===== config.mk =====
export PLATFORM = sky130hd
export DESIGN_NAME = task_frame_ctrl
export DESIGN_NICKNAME = d
export VERILOG_FILES = /design/src/rtl/task_frame_pkg.sv /design/src/rtl/task_frame_fifo.sv /design/src/rtl/task_frame_ctrl.sv
export SDC_FILE = /design/constraint.sdc
export NUM_CORES = 1
export LEC_CHECK = 0
export CORE_MARGIN = 1.5
export CORE_UTILIZATION = 30
export DETAILED_ROUTE_END_ITERATION = 10
export GPL_TIMING_DRIVEN = 0
export PLACE_DENSITY_LB_ADDON = 0.25
export REMOVE_ABC_BUFFERS = 1
export SETUP_SLACK_MARGIN = 0.02
export SLEW_MARGIN = 20
export SYNTH_ARGS = -nofsm -noshare
export SYNTH_HDL_FRONTEND = slang
export SYNTH_HIERARCHICAL = 1
export SYNTH_SLANG_ARGS = --single-unit

===== constraint.sdc =====
create_clock -name i_clk -period 4.9 [get_ports i_clk]
set_clock_uncertainty 0.15 [all_clocks]
set_input_delay 0.98 -clock i_clk [delete_from_list [all_inputs] [get_ports i_clk]]
set_output_delay 0.98 -clock i_clk [all_outputs]
set_load 0.005 [all_outputs]

===== src/rtl/task_frame_pkg.sv =====
// Shared FSM state encodings and frame header field layout for the task frame controller.
package task_frame_pkg;

  localparam logic [2:0] ST_IDLE     = 3'd0;
  localparam logic [2:0] ST_HDR_LEN  = 3'd1;
  localparam logic [2:0] ST_PAYLOAD  = 3'd2;
  localparam logic [2:0] ST_WAIT_RES = 3'd3;
  localparam logic [2:0] ST_DROP     = 3'd4;

  localparam logic [7:0] HDR_ID_MASK = 8'h0F;
  localparam int         HDR_ID_LSB  = 0;
  localparam int         HDR_ID_MSB  = 3;

  function automatic logic [3:0] hdr_task_id(input logic [7:0] hdr);
    logic [7:0] masked;
    masked = hdr & HDR_ID_MASK;
    return masked[HDR_ID_MSB:HDR_ID_LSB];
  endfunction

endpackage


===== src/rtl/task_frame_fifo.sv =====
// Synchronous first-word-fall-through FIFO with registered full/empty flags.
module task_frame_fifo #(
  parameter int DEPTH = 64,
  parameter int WIDTH = 8
) (
  input  logic             clk,
  input  logic             rst_n,
  input  logic             push,
  input  logic [WIDTH-1:0] push_data,
  input  logic             pop,
  output logic [WIDTH-1:0] head,
  output logic             full,
  output logic             empty
);

  localparam int AW = $clog2(DEPTH);
  localparam logic [AW-1:0] PTR_ONE  = AW'(1);
  localparam logic [AW:0]   CNT_ONE  = (AW+1)'(1);
  localparam logic [AW:0]   CNT_FULL = (AW+1)'(DEPTH);

  logic [WIDTH-1:0] mem [DEPTH];
  logic [AW-1:0]    wr_ptr;
  logic [AW-1:0]    rd_ptr;
  logic [AW:0]      count;
  logic [AW:0]      count_next;
  logic             do_push;
  logic             do_pop;

  // A push into a full FIFO is legal only when the head leaves on the same edge.
  assign do_push = push && (!full || pop);
  assign do_pop  = pop && !empty;
  assign head    = mem[rd_ptr];

  always_comb begin
    count_next = count;
    if (do_push && !do_pop)
      count_next = count + CNT_ONE;
    else if (!do_push && do_pop)
      count_next = count - CNT_ONE;
  end

  always_ff @(posedge clk or negedge rst_n) begin
    if (!rst_n) begin
      wr_ptr <= '0;
      rd_ptr <= '0;
      count  <= '0;
      full   <= 1'b0;
      empty  <= 1'b1;
    end else begin
      if (do_push) wr_ptr <= wr_ptr + PTR_ONE;
      if (do_pop)  rd_ptr <= rd_ptr + PTR_ONE;
      count <= count_next;
      full  <= (count_next == CNT_FULL);
      empty <= (count_next == '0);
    end
  end

  always_ff @(posedge clk) begin
    if (do_push) mem[wr_ptr] <= push_data;
  end

endmodule


===== src/rtl/task_frame_ctrl.sv =====
// Frame parser that routes UART frames to a selected task and buffers its results for TX.
// Define TASK_FRAME_CTRL_TIMEOUT_EN to bound the wait for a task result.
module task_frame_ctrl
  import task_frame_pkg::*;
#(
  parameter int NUM_TASKS      = 16,
  parameter int FIFO_DEPTH     = 64,
  parameter int TIMEOUT_CYCLES = 65536
) (
  input  logic       i_clk,
  input  logic       i_rst_n,
  input  logic       i_rx_valid,
  input  logic [7:0] i_rx_data,
  output logic [3:0] o_task_sel,
  output logic       o_valid,
  output logic       o_first,
  output logic       o_last,
  output logic [7:0] o_data,
  input  logic       i_res_valid,
  input  logic       i_res_last,
  input  logic [7:0] i_res_data,
  output logic       o_tx_valid,
  input  logic       i_tx_ready,
  output logic [7:0] o_tx_data,
  output logic       o_busy,
  output logic       o_err,
  output logic       o_ovf
);

  localparam logic [4:0] NUM_TASKS_L = 5'(NUM_TASKS);

  logic [2:0] state;
  logic [7:0] remaining;
  logic       first_pending;
  logic       id_bad;
  logic       timeout_hit;
  logic       fifo_full;
  logic       fifo_empty;
  logic [7:0] fifo_head;
  logic       tx_pop;

  assign id_bad = ({1'b0, o_task_sel} >= NUM_TASKS_L);
  assign o_busy = (state != ST_IDLE);

`ifdef TASK_FRAME_CTRL_TIMEOUT_EN
  localparam int TO_W = $clog2(TIMEOUT_CYCLES + 1);
  localparam logic [TO_W-1:0] TO_LAST = TO_W'(TIMEOUT_CYCLES - 1);
  localparam logic [TO_W-1:0] TO_ONE  = TO_W'(1);

  logic [TO_W-1:0] wait_timer;

  assign timeout_hit = (state == ST_WAIT_RES) && (wait_timer == TO_LAST);

  always_ff @(posedge i_clk or negedge i_rst_n) begin
    if (!i_rst_n)
      wait_timer <= '0;
    else if (state != ST_WAIT_RES)
      wait_timer <= '0;
    else
      wait_timer <= wait_timer + TO_ONE;
  end
`else
  assign timeout_hit = 1'b0;
`endif

  always_ff @(posedge i_clk or negedge i_rst_n) begin
    if (!i_rst_n) begin
      state         <= ST_IDLE;
      remaining     <= '0;
      first_pending <= 1'b0;
      o_task_sel    <= '0;
      o_valid       <= 1'b0;
      o_first       <= 1'b0;
      o_last        <= 1'b0;
      o_data        <= '0;
      o_err         <= 1'b0;
    end else begin
      o_valid <= 1'b0;
      o_first <= 1'b0;
      o_last  <= 1'b0;
      o_err   <= 1'b0;
      case (state)
        ST_IDLE: begin
          if (i_rx_valid) begin
            o_task_sel <= hdr_task_id(i_rx_data);
            state      <= ST_HDR_LEN;
          end
        end
        ST_HDR_LEN: begin
          if (i_rx_valid) begin
            remaining <= i_rx_data;
            if (i_rx_data == 8'd0) begin
              o_err <= 1'b1;
              state <= ST_IDLE;
            end else if (id_bad) begin
              o_err <= 1'b1;
              state <= ST_DROP;
            end else begin
              first_pending <= 1'b1;
              state         <= ST_PAYLOAD;
            end
          end
        end
        ST_PAYLOAD: begin
          if (i_rx_valid) begin
            o_valid       <= 1'b1;
            o_data        <= i_rx_data;
            o_first       <= first_pending;
            o_last        <= (remaining == 8'd1);
            first_pending <= 1'b0;
            remaining     <= remaining - 8'd1;
            if (remaining == 8'd1) state <= ST_WAIT_RES;
          end
        end
        ST_WAIT_RES: begin
          // Stray RX bytes are flagged even on the cycle the result completes.
          if (i_rx_valid || (timeout_hit && !(i_res_valid && i_res_last)))
            o_err <= 1'b1;
          if ((i_res_valid && i_res_last) || timeout_hit)
            state <= ST_IDLE;
        end
        ST_DROP: begin
          if (i_rx_valid) begin
            remaining <= remaining - 8'd1;
            if (remaining == 8'd1) state <= ST_IDLE;
          end
        end
        default: state <= ST_IDLE;
      endcase
    end
  end

  assign tx_pop = o_tx_valid && i_tx_ready;

  always_ff @(posedge i_clk or negedge i_rst_n) begin
    if (!i_rst_n)
      o_ovf <= 1'b0;
    else if (i_res_valid && fifo_full && !tx_pop)
      o_ovf <= 1'b1;
  end

  task_frame_fifo #(
    .DEPTH (FIFO_DEPTH),
    .WIDTH (8)
  ) u_res_fifo (
    .clk       (i_clk),
    .rst_n     (i_rst_n),
    .push      (i_res_valid),
    .push_data (i_res_data),
    .pop       (tx_pop),
    .head      (fifo_head),
    .full      (fifo_full),
    .empty     (fifo_empty)
  );

  assign o_tx_valid = !fifo_empty;
  assign o_tx_data  = fifo_empty ? 8'h00 : fifo_head;

endmodule


==> impl_results.rst, run 1 <==
.. list-table::
   :header-rows: 1

   * - Metric
     - Value
   * - CP Data Required Time
     - 3.77 ns
   * - Avg Vias per Cell
     - 5.02
   * - Pin count of the biggest net entering global routing
     - 65
   * - Antenna-violating nets left
     - 0
   * - Slowest CP cell
     - sky130_fd_sc_hd__a2111oi_1
   * - CTS H-Tree Depth
     - 2
   * - Fraction of final layout cells with drive strength greater than 1
     - 20.1%
   * - Relative max-transition margin
     - 34.7%
   * - Max-cap check violation count
     - 0
   * - Hpwl dp
     - 32500 um
   * - Crit share post-route
     - 99.5%
   * - Number of warnings reported in the yosys synthesis log
     - 6
   * - Cell with the most instances on the worst path
     - sky130_fd_sc_hd__buf_16
   * - Achievable clock frequency
     - 205 MHz
   * - Syn Inst Count
     - 1241
   * - Number of max-slew violations in the final report
     - 0
   * - Final critical-path setup slack
     - 0.0255 ns
   * - CTS tree
     - yes
   * - Clock-pin slew of the registers on the worst-case setup and hold paths
     - 0.06 ns
   * - Net total in the final layout
     - 1344
   * - Proportion of synthesized chip area in sequential cells
     - 73.4%
   * - Total chip power
     - 14.9 mW
   * - Busiest layer in global routing
     - met2
   * - Ys async rst share
     - 8.73%
   * - Worst min-delay path category
     - input pin to async pin
   * - Total stage count of the critical path
     - 8
   * - Synth area leaders
     - sky130_fd_sc_hd__edfxtp_1, sky130_fd_sc_hd__mux4_2, sky130_fd_sc_hd__dfrtp_1
   * - Start point of the critical path
     - u_res_fifo/rd_ptr[0]
   * - Leakage power of the design
     - 8.50 nW
   * - Result of the run
     - complete, no violations
   * - Synth-to-Final Area Change
     - 16.3%
   * - CP top delay family
     - compound AO/OA/AOI/OAI gates
   * - Commonest non-fill, non-tap cell in the layout
     - sky130_fd_sc_hd__edfxtp_1
   * - Unrepaired setup endpoints after global routing
     - yes
   * - Count of distinct cell types in the synthesized netlist
     - 73
   * - Router iterations before antenna repair
     - 5
   * - Remaining Overflow, GRT
     - 0
   * - Number of placement rows
     - 100
   * - Number of flops mapped to enable cells by yosys
     - 512
   * - Total core area
     - 74600 um2
   * - Worst slack at placement
     - -0.333 ns
   * - Category of the worst setup path capture point
     - output pin
   * - Aggregate global-route resource usage
     - 14.5%
   * - Clock tree buffer depth
     - 3
   * - Setup TNS Final
     - 0 ns
   * - Met3 capacity usage during global routing
     - 2.70%
   * - Final design utilization
     - 35.3%
   * - Floorplan die height
     - 278 um
   * - Via count
     - 11.7k
   * - Wire length per cell
     - 23.8 um
   * - Via count of the first global-routing pass
     - 12.0k
   * - Crit Path Category
     - flip-flop to output pin
   * - Area share of the largest cell type after synthesis
     - 67.9%
   * - Most frequent cells in the layout
     - sky130_fd_sc_hd__edfxtp_1, sky130_fd_sc_hd__nor2_1, sky130_fd_sc_hd__mux4_2, sky130_fd_sc_hd__mux2i_1, sky130_fd_sc_hd__clkbuf_16
   * - DRT Wirelength
     - 55700 um
   * - Clock tree root driver cell
     - sky130_fd_sc_hd__clkbuf_16
   * - Largest area contributor in the netlist
     - sky130_fd_sc_hd__edfxtp_1
   * - DRC violations left
     - 0
   * - Maximum fanout encountered on the critical timing path
     - 16
   * - Number of sinks handled by clock tree synthesis
     - 561
   * - Worst-margin pin slew
     - 0.976 ns
   * - I/O pin cnt
     - 49
   * - Number of antenna violations at the first check in global routing
     - 0
   * - Avg Cell Area, Syn
     - 18.2 um2
   * - Die ar.
     - 77100 um2
   * - Reg2reg end
     - u_res_fifo/mem[22][1]
   * - Summed area of non-filler cells in the final layout
     - 26300 um2
   * - Met1 track demand over resource in global routing
     - 20.2%
   * - Reg2Reg Setup Slack
     - 1.06 ns
   * - Dpl cell area
     - 24100 um2
   * - P per Cell Area
     - 566 nW/um2
   * - Worst Setup EP
     - o_tx_data[6]
   * - Area of the mapped netlist
     - 22600 um2
   * - Final estimated routing congestion in global placement
     - 0.772
   * - Largest stage delay on the critical path
     - 0.60 ns
   * - Worst-skew pair later-pin latency
     - 0.63 ns
   * - Horizontal extent of the die
     - 278 um
   * - Peak supply drop
     - 0.277 mV
   * - TritonCTS Buffers
     - 58
   * - Most instantiated flip-flop cell in the synthesis netlist
     - sky130_fd_sc_hd__edfxtp_1
   * - Number of violations reported at the end of detailed-routing iteration 0
     - 909
   * - Arrival time at the worst endpoint
     - 3.74 ns
   * - Final critical delay including setup and external delays
     - 4.87 ns
   * - Register bit total from synthesis
     - 561
   * - Global Route met2 Usage
     - 23.3%
   * - Cell chain of the critical path
     - buf_16, buf_16, and3b_2, a221o_1, a2111oi_1, a211oi_1, nor2b_1, clkdlybuf4s50_1
   * - Hold Violations, Final
     - 0
   * - Kind of start point of the critical path
     - flip-flop
   * - Worst R2R Path Depth
     - 6
   * - Number of buffers and inverters on the critical path
     - 3
   * - Starting density of the core
     - 30.3%
   * - Beginning of the worst register-to-register path
     - u_res_fifo/empty
   * - First-pass GRT wire length
     - 82600 um
   * - Number of port buffers
     - 48
   * - Final setup viols
     - 0
==> timing repair <==
action	CTS	global route
endpoints found under the setup margin	8	7
pin swaps	1	2
setup buffers	12	7
gates cloned	2	1
resized for setup	17	3
hold buffers	0	0
==> metrics by stage <==
stage,hold WS [ns],cells
after floorplan,0.318,1174
after global placement,0.315,2191
after detailed placement,0.324,2203
after CTS,0.231,2325
after global routing,0.256,2333
final,0.224,2334
==> metal layers <==
metal | share of wire [%] | vias to the layer above
met5 | 0 | -
met4 | 1.9 | 0
met3 | 5.6 | 77
met2 | 48 | 311
met1 | 45 | 6188
li1 | - | 5150
==> flip-flops by register name, summed over array words and instances, names as in the netlist <==
register and count:
u_res_fifo/mem 512, o_data 8, remaining 8, u_res_fifo/count 7
u_res_fifo/rd_ptr 6, u_res_fifo/wr_ptr 6, o_task_sel 4, state 2
first_pending 1, o_err 1, o_first 1, o_last 1
o_ovf 1, o_valid 1, u_res_fifo/empty 1, u_res_fifo/full 1
==> cell type report <==
cell class | count | area (um2)
diodes | 1 | 2.50
clock buffers | 70 | 1520
clock inverters | 38 | 303
fillers | 7008 | 48300
inverters | 18 | 68.8
multi-input cells | 595 | 5600
flip-flops and latches | 561 | 16600
well taps | 969 | 1210
repair buffers | 82 | 993
==> worst register-to-register path: stages, from the launching register on <==
cell,delay [ns]
sky130_fd_sc_hd__dfstp_2,0.50
sky130_fd_sc_hd__nor2b_1,0.50
sky130_fd_sc_hd__nand2b_1,0.37
sky130_fd_sc_hd__nand2_1,0.17
sky130_fd_sc_hd__nor2_1,0.27
sky130_fd_sc_hd__nand3_1,0.60
sky130_fd_sc_hd__nor2_1,0.89
==> power breakdown <==
group / total, mW / internal [mW] / switching [mW]
Clock: 4.20 / 2.37 / 1.84
Combinational: 4.69 / 2.18 / 2.51
Sequential: 6.00 / 5.58 / 0.424
Total: 14.9 / 10.1 / 4.77
==> cell families after synthesis <==
| family | after synthesis | share of synthesized area [%] |
|---|---|---|
| compound gates | 157 | 4.90 |
| flops | 561 | 73.4 |
| buf+inv | 85 | 2.21 |
| xor+xnor | 14 | 0.542 |
| fa+ha+maj | 6 | 0.332 |
| simple gates | 221 | 4.87 |
| mux | 197 | 13.8 |
==> worst min path at each step <==
stage	cells after the start	endpoint	start	slack, ns
finish	1	o_data[3]	i_rst_n	0.22
global route	1	o_data[3]	i_rst_n	0.26
CTS	1	o_data[3]	i_rst_n	0.23
detailed placement	1	o_task_sel[3]	o_task_sel[3]	0.32
global placement	1	o_ovf	o_ovf	0.32
floorplan	1	o_ovf	o_ovf	0.32
==> cell usage after synthesis (3+ instances only) <==
master and number:
sky130_fd_sc_hd__a211oi_1 5, sky130_fd_sc_hd__a21oi_1 28, sky130_fd_sc_hd__a221o_1 8, sky130_fd_sc_hd__a221oi_1 16
sky130_fd_sc_hd__a22oi_1 12, sky130_fd_sc_hd__a31oi_1 5, sky130_fd_sc_hd__and2_1 4, sky130_fd_sc_hd__and3_1 6
sky130_fd_sc_hd__and4_1 3, sky130_fd_sc_hd__buf_1 4, sky130_fd_sc_hd__buf_12 3, sky130_fd_sc_hd__buf_2 16
sky130_fd_sc_hd__buf_4 12, sky130_fd_sc_hd__buf_6 9, sky130_fd_sc_hd__clkbuf_1 23, sky130_fd_sc_hd__dfrtp_1 48
sky130_fd_sc_hd__edfxtp_1 512, sky130_fd_sc_hd__ha_1 6, sky130_fd_sc_hd__inv_1 15, sky130_fd_sc_hd__mux2_1 7
sky130_fd_sc_hd__mux2_2 35, sky130_fd_sc_hd__mux2i_1 68, sky130_fd_sc_hd__mux4_2 85, sky130_fd_sc_hd__nand2_1 43
sky130_fd_sc_hd__nand2b_1 9, sky130_fd_sc_hd__nand3_1 15, sky130_fd_sc_hd__nand3b_1 3, sky130_fd_sc_hd__nand4_1 6
sky130_fd_sc_hd__nor2_1 92, sky130_fd_sc_hd__nor2b_1 16, sky130_fd_sc_hd__nor3_1 4, sky130_fd_sc_hd__nor4_1 5
sky130_fd_sc_hd__o211a_1 5, sky130_fd_sc_hd__o211ai_1 11, sky130_fd_sc_hd__o21ai_0 22, sky130_fd_sc_hd__o21ai_1 8
sky130_fd_sc_hd__o221ai_1 10, sky130_fd_sc_hd__o22ai_1 9, sky130_fd_sc_hd__xnor2_1 9, sky130_fd_sc_hd__xor2_1 5
No activity file was read; power rests on OpenSTA's default activity.
==> run 2: changes to the inputs <==
CAP_MARGIN = 25   (was unset)
GPL_TIMING_DRIVEN = 1   (was 0)
clock period = 5.25 ns   (was 4.9 ns; I/O delays follow)
==> run 2 against run 1 <==
Compared with the run above:
- register-to-register slack better by 0.77 ns
- wire length down 0.59%
- non-clock buffer count up 26
- via count about the same
- highest routed layer unchanged
- largest power group unchanged
- worst hold slack better by 0.090 ns
- critical path depth unchanged
- combinational power down 14%
- sequential cell count unchanged
- clock-buffer cell count up 2
- total power down 6.4%
==> impl_results.rst, run 2 (synthesis gave the netlist of run 1 again) <==
.. list-table::
   :header-rows: 1

   * - Metric
     - Value
   * - CTS tree
     - yes
   * - Internal Pwr Total
     - 9.56 mW
   * - Relative max-transition margin
     - 32.3%
   * - Final critical-path setup slack
     - 0.213 ns
   * - Final design utilization
     - 35.4%
   * - Number of port buffers
     - 48
   * - Category of the worst setup path capture point
     - output pin
   * - Hold Violations, Final
     - 0
   * - Clock power frac
     - 30.9%
   * - Summed area of non-filler cells in the final layout
     - 26400 um2
   * - Arrival time at the worst endpoint
     - 3.84 ns
   * - Worst-skew pair later-pin latency
     - 0.62 ns
   * - Share of total power in sequential cells
     - 40.3%
   * - Worst slack at placement
     - 0.757 ns
   * - Worst hold margin
     - 0.314 ns
   * - Worst-margin pin slew
     - 1.01 ns
   * - Clock-pin slew of the registers on the worst-case setup and hold paths
     - 0.06 ns
   * - Pin count of the biggest net entering global routing
     - 65
   * - CP Data Required Time
     - 4.05 ns
   * - Register cell area after layout
     - 16600 um2
   * - DRC violations left
     - 0
   * - Worst min-delay path category
     - flip-flop to flip-flop
   * - First-pass GRT wire length
     - 81600 um
   * - Avg Vias per Cell
     - 4.97
   * - ANT cells
     - 0
   * - Clock tree root driver cell
     - sky130_fd_sc_hd__clkbuf_16
   * - I/O pin cnt
     - 49
   * - Achievable clock frequency
     - 199 MHz
   * - Synth-to-Final Area Change
     - 16.7%
   * - Unrepaired setup endpoints after global routing
     - no
   * - Net total in the final layout
     - 1371
   * - Non-filler cells in the finished layout
     - 2363
   * - Most frequent cells in the layout
     - sky130_fd_sc_hd__edfxtp_1, sky130_fd_sc_hd__nor2_1, sky130_fd_sc_hd__mux4_2, sky130_fd_sc_hd__mux2i_1, sky130_fd_sc_hd__clkbuf_16
   * - Number of antenna violations at the first check in global routing
     - 0
   * - Floorplan die height
     - 278 um
   * - TritonCTS Buffers
     - 59
   * - Commonest non-fill, non-tap cell in the layout
     - sky130_fd_sc_hd__edfxtp_1
   * - Horizontal extent of the die
     - 278 um
   * - Via count of the first global-routing pass
     - 12.0k
   * - Number of placement rows
     - 100
   * - Final critical delay including setup and external delays
     - 5.04 ns
   * - Global Route met2 Usage
     - 22.2%
   * - Max-cap check violation count
     - 0
   * - Met3 capacity usage during global routing
     - 2.96%
   * - Total core area
     - 74600 um2
   * - Met1 track demand over resource in global routing
     - 20.0%
   * - Count of hold-fix buffers inserted at cts
     - 0
   * - Die ar.
     - 77100 um2
   * - Instance count after placement with tap cells included
     - 2250
   * - Fill count
     - 7027
   * - Dpl cell area
     - 24400 um2
   * - Number of max-slew violations in the final report
     - 0
   * - Combined area of the multi-input logic cells
     - 5530 um2
   * - Router iterations before antenna repair
     - 5
   * - Result of the run
     - complete, no violations
   * - Peak supply drop
     - 0.256 mV
   * - Crit share post-route
     - 95.9%
   * - CTS H-Tree Depth
     - 2
   * - Number of violations reported at the end of detailed-routing iteration 0
     - 890
   * - Leakage power of the design
     - 8.62 nW
   * - DRT Wirelength
     - 55300 um
   * - Hpwl dp
     - 35100 um
   * - Wire length per cell
     - 23.4 um
   * - Net switching power figure
     - 4.38 mW
   * - Via count
     - 11.7k
   * - Final setup viols
     - 0
   * - Number of sinks handled by clock tree synthesis
     - 561
   * - Switching share of power
     - 31.4%
   * - Number of flip-flops in the largest register
     - 512
   * - Kind of start point of the critical path
     - flip-flop
   * - P per Cell Area
     - 528 nW/um2
   * - Remaining Overflow, GRT
     - 0
   * - Clock tree buffer depth
     - 3
   * - Maximum fanout encountered on the critical timing path
     - 35
   * - Combinational group share of total power
     - 28.9%
   * - Crit Path Category
     - flip-flop to output pin
   * - Largest registers in the final layout
     - u_res_fifo/mem x512, o_data x8, remaining x8
   * - Register containing the most flip-flops in the final layout
     - u_res_fifo/mem
   * - Aggregate global-route resource usage
     - 14.3%
   * - Fraction of final layout cells with drive strength greater than 1
     - 21.6%
   * - Antenna-violating nets left
     - 0
   * - Final estimated routing congestion in global placement
     - 0.793
   * - Busiest layer in global routing
     - met2
   * - Starting density of the core
     - 30.3%
-- run 2: power by group through the flow --
stage               Combinational (mW)  Sequential (mW)  Clock (mW)
floorplan                         2.30             5.90           0
detailed placement                4.00             5.73           0
global route                      4.30             5.66        4.59
global placement                  3.99             5.72           0
CTS                               4.02             5.64        4.42
finish                            4.02             5.61        4.31
-- run 2: worst max-delay path, stage by stage, from the launching register on --
cell	delay (ns)
sky130_fd_sc_hd__dfrtp_4	0.83
sky130_fd_sc_hd__nand3_1	0.19
sky130_fd_sc_hd__buf_4	0.24
sky130_fd_sc_hd__o221ai_1	0.43
sky130_fd_sc_hd__a21oi_1	0.11
sky130_fd_sc_hd__a22oi_1	0.50
sky130_fd_sc_hd__o211a_1	0.23
sky130_fd_sc_hd__nor2b_1	0.17
sky130_fd_sc_hd__clkdlybuf4s50_1	0.52
-- run 2: layout make-up --
class / instances / share of cell area [%]
Inverter: 18 / 0.256
Clock buffer: 72 / 5.93
Tap cell: 969 / 4.59
Sequential cell: 561 / 62.9
Multi-Input combinational cell: 595 / 20.9
Clock inverter: 40 / 1.76
Timing Repair Buffer: 108 / 3.64
-- run 2: worst paths after layout --
check	start	to	slack, ns	depth (start not counted)
worst min-delay path	u_res_fifo/rd_ptr[5]	u_res_fifo/rd_ptr[5]	0.31	1
worst max register to register	u_res_fifo/empty	u_res_fifo/mem[30][1]	1.83	7
worst max-delay path	u_res_fifo/rd_ptr[1]	o_tx_data[3]	0.21	8
worst min register to register	u_res_fifo/rd_ptr[5]	u_res_fifo/rd_ptr[5]	0.31	1
min in group asynchronous	i_rst_n	remaining[4]	0.39	2
max in group asynchronous	i_rst_n	u_res_fifo/rd_ptr[1]	4.05	2
-- run 2: per-layer routing --
metal  wire, um  vias up
li1           -     5200
met4       1470        0
met1      25000     6122
met3       3270       88
met2      25600      327
met5          0        -
-- run 2: repair_timing --
| item | in CTS | in global routing |
|---|---|---|
| endpoints found under the setup margin | 0 | 5 |
| setup buffers | 0 | 1 |
| gates resized for setup | 0 | 1 |
-- run 2: stage by stage --
stage / setup TNS [ns] / total power [mW]
after global routing: 0 / 14.6
after floorplan: -12.93 / 8.20
after global placement: 0 / 9.71
after detailed placement: 0 / 9.73
final: 0 / 13.9
after CTS: 0 / 14.1
==> run 3: changes to the inputs <==
ABC_AREA = 1   (was unset)
==> run 3 against run 2 <==
Compared with the run above:
- total power up 11%
- highest routed layer unchanged
- cell count up 39%
- critical endpoint unchanged
- via count up 35%
- core utilization up 0.25 points
- sequential cell count unchanged
- die area up 3.2%
- sequential share of layout area down 2.6 points
- register-to-register slack better by 0.14 ns
- final area up 4.3%
- wire length up 18%
- critical path type unchanged
- global-route usage up 2.1 points
- largest power group unchanged
==> impl_results.rst, run 3 <==
.. list-table::
   :header-rows: 1

   * - Metric
     - Value
   * - Result of the run
     - complete, no violations
   * - Commonest non-fill, non-tap cell in the layout
     - sky130_fd_sc_hd__edfxtp_1
   * - Post-CTS Setup Repair Bufs
     - 0
   * - Net total in the final layout
     - 2224
   * - Via count of the first global-routing pass
     - 15.6k
   * - Beginning of the worst register-to-register path
     - u_res_fifo/empty
   * - Synth-to-Final Area Change
     - 17.9%
   * - P per Cell Area
     - 560 nW/um2
   * - I/O pin cnt
     - 49
   * - Starting density of the core
     - 30.2%
   * - Number of port buffers
     - 48
   * - Achievable clock frequency
     - 196 MHz
   * - Relative max-transition margin
     - 36.1%
   * - TritonCTS Buffers
     - 60
   * - Number of placement rows
     - 102
   * - Avg Cell Area, Syn
     - 11.1 um2
   * - Via count
     - 15.9k
   * - Horizontal extent of the die
     - 282 um
   * - Most instantiated flip-flop cell in the synthesis netlist
     - sky130_fd_sc_hd__edfxtp_1
   * - Largest registers in the final layout
     - u_res_fifo/mem x512, o_data x8, remaining x8
   * - Clock-pin slew of the registers on the worst-case setup and hold paths
     - 0.06 ns
   * - Startpoint of the tightest hold check path
     - o_ovf
   * - Register cell area after layout
     - 16600 um2
   * - Combined area of the multi-input logic cells
     - 5960 um2
   * - Final setup viols
     - 0
   * - Peak supply drop
     - 0.336 mV
   * - Avg Vias per Cell
     - 4.83
   * - ANT cells
     - 0
   * - Register bit total from synthesis
     - 561
   * - Number of warnings reported in the yosys synthesis log
     - 6
   * - Clock tree root driver cell
     - sky130_fd_sc_hd__clkbuf_16
   * - Number of max-slew violations in the final report
     - 0
   * - Area share of the largest cell type after synthesis
     - 65.8%
   * - Register containing the most flip-flops in the final layout
     - u_res_fifo/mem
   * - Proportion of synthesized chip area in sequential cells
     - 71.1%
   * - DRC violations left
     - 0
   * - Count of distinct cell types in the synthesized netlist
     - 34
   * - Hold Violations, Final
     - 0
   * - Leakage power of the design
     - 9.90 nW
   * - Number of sinks handled by clock tree synthesis
     - 561
   * - Category of the worst setup path capture point
     - output pin
   * - Worst-skew pair later-pin latency
     - 0.62 ns
   * - DRT Wirelength
     - 65600 um
   * - Max-cap check violation count
     - 0
   * - Total core area
     - 77200 um2
   * - Number of violations reported at the end of detailed-routing iteration 0
     - 1435
   * - Die ar.
     - 79500 um2
   * - Crit share post-route
     - 97.1%
   * - First-pass GRT wire length
     - 97600 um
   * - Final critical delay including setup and external delays
     - 5.10 ns
   * - Number of flops mapped to enable cells by yosys
     - 512
   * - Ys async rst share
     - 8.73%
   * - Crit Path Category
     - flip-flop to output pin
   * - Largest area contributor in the netlist
     - sky130_fd_sc_hd__edfxtp_1
   * - Pin count of the biggest net entering global routing
     - 142
   * - Unrepaired setup endpoints after global routing
     - no
   * - Wire length per cell
     - 19.9 um
   * - Start point of the critical path
     - u_res_fifo/rd_ptr[1]
   * - Router iterations before antenna repair
     - 5
   * - Number of antenna violations at the first check in global routing
     - 0
   * - Fill count
     - 7642
   * - Commonest cells post-synth
     - sky130_fd_sc_hd__edfxtp_1, sky130_fd_sc_hd__nor2_1, sky130_fd_sc_hd__nand2_1
   * - Syn Inst Count
     - 2109
   * - Top-count cell post-synth
     - sky130_fd_sc_hd__edfxtp_1
   * - Synth area leaders
     - sky130_fd_sc_hd__edfxtp_1, sky130_fd_sc_hd__nor2_1, sky130_fd_sc_hd__nand2_1
   * - Count of hold-fix buffers inserted at cts
     - 0
   * - Hpwl dp
     - 39800 um
   * - Worst-margin pin slew
     - 0.955 ns
   * - Final critical-path setup slack
     - 0.154 ns
   * - Arrival time at the worst endpoint
     - 3.90 ns
   * - Area of the mapped netlist
     - 23400 um2
   * - Worst min-delay path category
     - flip-flop to flip-flop
   * - CTS tree
     - yes
   * - Antenna-violating nets left
     - 0
   * - Number of flip-flops in the largest register
     - 512
   * - Worst slack at placement
     - 0.910 ns
   * - Maximum fanout encountered on the critical timing path
     - 49
   * - Final design utilization
     - 35.7%
   * - CTS H-Tree Depth
     - 2
   * - Most frequent cells in the layout
     - sky130_fd_sc_hd__edfxtp_1, sky130_fd_sc_hd__nor2_1, sky130_fd_sc_hd__nand2_1, sky130_fd_sc_hd__nand3_1, sky130_fd_sc_hd__o21ai_0
   * - Aggregate global-route resource usage
     - 16.4%
   * - Final estimated routing congestion in global placement
     - 0.849
   * - Floorplan die height
     - 282 um
   * - CP Data Required Time
     - 4.05 ns
   * - Remaining Overflow, GRT
     - 0
   * - Clock tree buffer depth
     - 3
   * - Fraction of final layout cells with drive strength greater than 1
     - 9.35%
   * - Kind of start point of the critical path
     - flip-flop
-- run 3: cell count changes in the layout (fill, tap and decap cells not counted), moves of 68 or more --
cell | previous run | this run
sky130_fd_sc_hd__mux4_2 | 85 | 0
sky130_fd_sc_hd__mux2i_1 | 68 | 0
sky130_fd_sc_hd__o21ai_0 | 22 | 192
sky130_fd_sc_hd__nand2_1 | 43 | 384
sky130_fd_sc_hd__nand3_1 | 15 | 234
sky130_fd_sc_hd__nor2_1 | 92 | 442
-- run 3: per-layer routing --
| layer | global-route usage [%] | vias up | share of wire [%] |
|---|---|---|---|
| met2 | 26.2 | 484 | 46 |
| li1 | - | 7473 | - |
| met5 | 0 | - | 0 |
| met3 | 2.87 | 101 | 5.9 |
| met4 | 5.17 | 0 | 2.8 |
| met1 | 22.6 | 7824 | 45 |
-- run 3: layout make-up --
cell class,count,area share [%]
Tap cell,1040,4.72
Sequential cell,561,60.3
Clock inverter,39,2.06
Inverter,69,0.968
Multi-Input combinational cell,1366,21.6
Timing Repair Buffer,138,4.37
Clock buffer,74,5.94
-- run 3: worst max-delay path, stage by stage (launching register included) --
cell	delay (ns)
sky130_fd_sc_hd__dfrtp_4	0.67
sky130_fd_sc_hd__inv_4	0.52
sky130_fd_sc_hd__buf_12	0.32
sky130_fd_sc_hd__nand3_1	0.17
sky130_fd_sc_hd__nand3_1	0.12
sky130_fd_sc_hd__nand2_1	0.06
sky130_fd_sc_hd__a21oi_1	0.26
sky130_fd_sc_hd__nand2_1	0.26
sky130_fd_sc_hd__nand3_1	0.15
sky130_fd_sc_hd__nand2_1	0.06
sky130_fd_sc_hd__inv_1	0.05
sky130_fd_sc_hd__nor2_1	0.04
sky130_fd_sc_hd__clkdlybuf4s50_1	0.47
-- run 3: cell families after synthesis --
family	synth area share (%)
xor gates and xnor gates	0.450
buffers and inverters	3.39
AOI/OAI and AO/OA	6.00
and+or+nand+nor	18.7
DFF	71.1
adders and majority gates	0.321
-- run 3: report_power, final --
group / switching, mW / total, mW / internal (mW) / leakage (nW)
clock: 1.81 / 4.66 / 2.85 / 1.08
combinational: 3.65 / 5.28 / 1.63 / 3.62
sequential: 0.282 / 5.50 / 5.21 / 5.20
total: 5.74 / 15.4 / 9.69 / 9.90
-- run 3: what timing repair did --
item,in CTS,in global routing
endpoints found under the setup margin,0,5
gates resized for setup,0,1
endpoints found under the hold margin,0,0
-- run 3: through the flow --
stage	setup TNS [ns]	cells	hold slack (ns)	cell area [um2]	power, mW
3_5_place_dp	0	3174	0.318	25300	10.8
4_1_cts	0	3287	0.337	27500	15.5
5_1_grt	0	3287	0.373	27500	16.3
3_3_place_gp	0	3173	0.310	25300	10.8
6_report	0	3287	0.329	27500	15.4
2_1_floorplan	-44.25	1996	0.314	22800	8.69
-- run 3: path summary, 6_finish.rpt --
kind / end / slack, ns / cells past startpoint
worst max-delay path: o_tx_data[3] / 0.15 / 12
worst min-delay path: o_ovf / 0.33 / 1
worst max register to register: u_res_fifo/mem[36][4] / 1.97 / 8
worst min register to register: o_ovf / 0.33 / 1
max in group asynchronous: u_res_fifo/empty / 3.68 / 2
min in group asynchronous: u_res_fifo/rd_ptr[5] / 0.41 / 1
